File: config.mk
export PLATFORM = sky130hd
export DESIGN_NAME = vm_page_table
export DESIGN_NICKNAME = d
export VERILOG_FILES = /design/src/rtl/vm_page_table.sv
export SDC_FILE = /design/constraint.sdc
export NUM_CORES = 2
export LEC_CHECK = 0
export ABC_AREA = 0
export CAP_MARGIN = 20
export CORE_ASPECT_RATIO = 0.8
export CORE_MARGIN = 10
export CORE_UTILIZATION = 40
export CTS_CLUSTER_DIAMETER = 120
export CTS_CLUSTER_SIZE = 10
export DETAILED_ROUTE_END_ITERATION = 8
export PLACE_DENSITY = 0.62
export SYNTH_ARGS = -nofsm -noshare
export SYNTH_HDL_FRONTEND = slang
export SYNTH_SLANG_ARGS = --single-unit
File: constraint.sdc
create_clock -name clk -period 2.34 [get_ports clk]
set_input_delay 0.234 -clock clk [delete_from_list [all_inputs] [get_ports clk]]
set_output_delay 0.234 -clock clk [all_outputs]
set_load 0.03 [all_outputs]
File: src/rtl/vm_page_table.sv
// Purpose: single-level page table, 256 x {valid, ppn[5:0]}, indexed by VA[11:4].
// Latency: combinational lookup (0 cycles); updates land on the rising clk edge.
// Backpressure: none; lookups and writes are always accepted, no stall path.
//
// Ports:
//   clk      - clock; writes commit on its rising edge
//   rst_n    - asynchronous active-low reset, restores the identity map
//   vpn      - lookup index (VA[11:4])
//   ppn      - stored physical page number at entry vpn (shown even if invalid)
//   valid    - entry vpn holds a valid mapping; 0 is the fault indication
//   wr_en    - update strobe
//   wr_vpn   - entry to update
//   wr_ppn   - new physical page number
//   wr_valid - new valid bit (0 unmaps the page)
module vm_page_table (
  input  logic       clk,
  input  logic       rst_n,
  input  logic [7:0] vpn,
  output logic [5:0] ppn,
  output logic       valid,
  input  logic       wr_en,
  input  logic [7:0] wr_vpn,
  input  logic [5:0] wr_ppn,
  input  logic       wr_valid
);

  typedef struct packed {
    logic       valid;
    logic [5:0] ppn;
  } pte_t;

  localparam int NUM_ENTRIES = 256;
  // The first 64 pages identity-map every physical frame after reset.
  localparam int NUM_FRAMES  = 64;

  pte_t entry_q [NUM_ENTRIES];

  // Each entry is its own register with an async reset value that depends on
  // its index; the write decode only touches the addressed entry.
  always_ff @(posedge clk or negedge rst_n) begin
    if (!rst_n) begin
      for (int i = 0; i < NUM_ENTRIES; i++) begin
        if (i < NUM_FRAMES) begin
          entry_q[i] <= '{valid: 1'b1, ppn: 6'(i)};
        end else begin
          entry_q[i] <= '{valid: 1'b0, ppn: 6'd0};
        end
      end
    end else if (wr_en) begin
      entry_q[wr_vpn] <= '{valid: wr_valid, ppn: wr_ppn};
    end
  end

  // No write-through bypass: a same-cycle write is visible only after the edge.
  pte_t lookup_pte;
  always_comb begin
    lookup_pte = entry_q[vpn];
    ppn        = lookup_pte.ppn;
    valid      = lookup_pte.valid;
  end

endmodule

==> metrics.txt <==
status finished with violations; failing checks negative setup slack; root buffer cell clkbuf_16; synthesized flop and latch total 1792; DRC viols 0; DRC marker count from the first detailed-route iteration 3705; max cap viols 0; vias in the first global route 52300; layout cells sized above 1 61.1%; worst path arrival time 3070 ps; initial antenna violation count 6; Critical Path Fanout Max 2; Multi-input gate area 0.0360 mm2; Die Y 426 um; min-delay src wr_ppn[3]; reg2reg end entry_q[713]; synthesized cell area 0.0823 mm2; syn_nets 5356; ant diodes 0; commonest non-fill, non-tap cells in the layout 1817 x mux2_2, 1536 x dfrtp_1, 560 x buf_4; part of the power in combinational logic 9.6%; ys flop type dfrtp_1; Max rail drop VDD 0.823 mV; FILL cells 17200; Post-synth ARST share 100%; max FFs per register 1792; DR vias/cell 5.69; biggest regs entry_q (1792); crit share post-route 141%; Hold Path End entry_q[1249]; Core Util, Final 48.5%; Clock Skew 0 ps; worst slew pin tran 733 ps; Clock power frac 40.9%; # port buffers 32; yosys warns 0; Final Non-Filler Cells 8707; switching power 16.4 mW; hold crit path type in2reg; count of cell types in the netlist 50; critical path endpoint category output port; Slew Limit Fails 0; first-pass GRT wire length 351000 um; TritonCTS clock tree yes; Reg-to-Reg Start entry_q[713]; maximum clock rate 303 MHz; Switching Share 24.3%; Post-Place Cells 8439; area delta synth->final 20.3%; design area 0.0989 mm2; CP required 2110 ps; Clock Tree Buf Depth 3; CP Cell Sequence mux4_2, a22oi_2, a21oi_4, nor4_4, nor4_4, buf_12; Worst Reg-to-Reg Cells 2; register area 0.0452 mm2; Area after DPL 0.0928 mm2; Worst-Skew Late Latency 830 ps; TritonCTS Buffers 197; total track usage 20.4%; LEAKAGE 45.7 nW; CP Launch Type register; CTS clock-pin slew for the worst setup and hold paths 60 ps; Die Area 0.224 mm2; Most flops, register entry_q; RSZ-0062 raised after global routing true; Slowest Stage Delay on Critical Path 630 ps; crit path time final 3300 ps; sequential share of the synthesized area 54.9%; share of power burned in registers 49.4%; DRT Pass-1 Iters 6; CP top delay family simple AND/OR/NAND/NOR gates; core area 0.204 mm2; EDFF count, synth 0; Worst Hold Path Cells 2; syn avg cell area 15.4 um2; mean routed wirelength per cell 26.6 um; worst reg2reg setup slack 1470 ps; CP Buf/Inv Count 1; cell count after synthesis 5330; dpl hpwl 156000 um; Slew HR 51.2%; Critical Path Start entry_q[1601]; grt total ovfl 0; post-route ant nets 0; largest net degree at the start of global routing 125; Net count, final 5970; I/O Pins 33; WS Path Type reg2out; Die Width 527 um; GPL Wtd Cong 0.861; Pwr Density 682 mW/mm2; critical path's slowest cell nor4_4; cell-internal power 51.1 mW; most frequent CP cell nor4_4; starting density of the core 40.3%; H-tree levels 4; Site Rows 148; DR vias 49600; Final setup viols 7; critical path depth in cells 6; final hold violations 0; CTS sink count 1792; Routed WL 231000 um; Final WS setup -960 ps; commonest non-fill, non-tap cell in the layout mux2_2; Hold WS 45.2 ps
==> synthesized netlist by cell type (all sizes together), types with 9 or more instances <==
| master | number | area, um2 |
|---|---|---|
| mux4 | 394 | 8870 |
| mux2i | 114 | 1140 |
| nand2 | 128 | 480 |
| a211oi | 13 | 103 |
| nor4 | 22 | 138 |
| clkbuf | 265 | 995 |
| dfstp | 256 | 6730 |
| nor2 | 200 | 903 |
| nor2b | 17 | 106 |
| nand3 | 27 | 135 |
| and2 | 13 | 81.3 |
| nand2b | 13 | 81.3 |
| dfrtp | 1536 | 38400 |
| mux2 | 1821 | 20500 |
| or3 | 9 | 56.3 |
| a21oi | 65 | 325 |
| buf | 137 | 1060 |
| o22ai | 45 | 282 |
| nor3 | 35 | 175 |
| o21ai | 31 | 155 |
| a221oi | 15 | 150 |
| a22o | 16 | 140 |
| a22oi | 116 | 871 |
==> layout make-up <==
class / count / area share [%]
clock buffer: 249 / 5.24
clock inverter: 13 / 0.229
inverter: 1 / 0.00379
multi-input combinational: 3135 / 36.3
sequential: 1792 / 45.7
tap: 2700 / 3.41
timing repair buffer: 817 / 9.11
==> kinds of logic (layout without fill, tap and decap cells) <==
family,count (synthesis),after routing,synth area share [%]
compound gates,315,315,2.61
flops,1792,1792,54.9
buf+inv,403,1080,2.51
mux,2329,2329,37.1
simple gates,491,491,2.87
==> power by group through the flow <==
stage	clock network [mW]	registers, mW	logic [mW]
6_report	27.6	33.4	6.50
5_1_grt	29.6	33.5	6.95
4_1_cts	28.3	33.4	6.54
3_5_place_dp	0	33.9	6.40
3_3_place_gp	0	33.8	6.27
2_1_floorplan	0	33.6	3.67
==> worst max path at each step <==
stage / endpoint / slack (ps)
after floorplan: ppn[4] / 2
after global placement: ppn[4] / -1100
after detailed placement: ppn[4] / -1140
after CTS: ppn[4] / -1010
after global routing: ppn[5] / -1010
final: ppn[5] / -960
==> metal layers <==
metal	track usage [%]	up-vias	part of all wire, %	wire, um
li1	-	21100	-	-
met2	31.7	1073	46	106000
met3	3.29	339	4.8	11100
met4	5.29	0	2.7	6200
met1	29.9	27000	47	108000
met5	0	-	0	0
==> timing repair <==
action,in CTS,in global routing
cloned,0,0
pin swaps,36,13
endpoints found under the hold margin,1140,0
gates resized for setup,96,22
hold buffers,8,0
setup buffers,1,5
setup endpoints to repair,7,7
==> metrics by stage <==
step                TNS [ps]  worst slack [ps]  total power [mW]
floorplan                  0              1.99              37.3
global route           -6830             -1010              70.1
global placement     -206760             -1100              40.1
finish                 -6420              -960              67.5
detailed placement   -228860             -1140              40.3
CTS                    -6650             -1010              68.2
No activity file was read; power rests on OpenSTA's default activity.
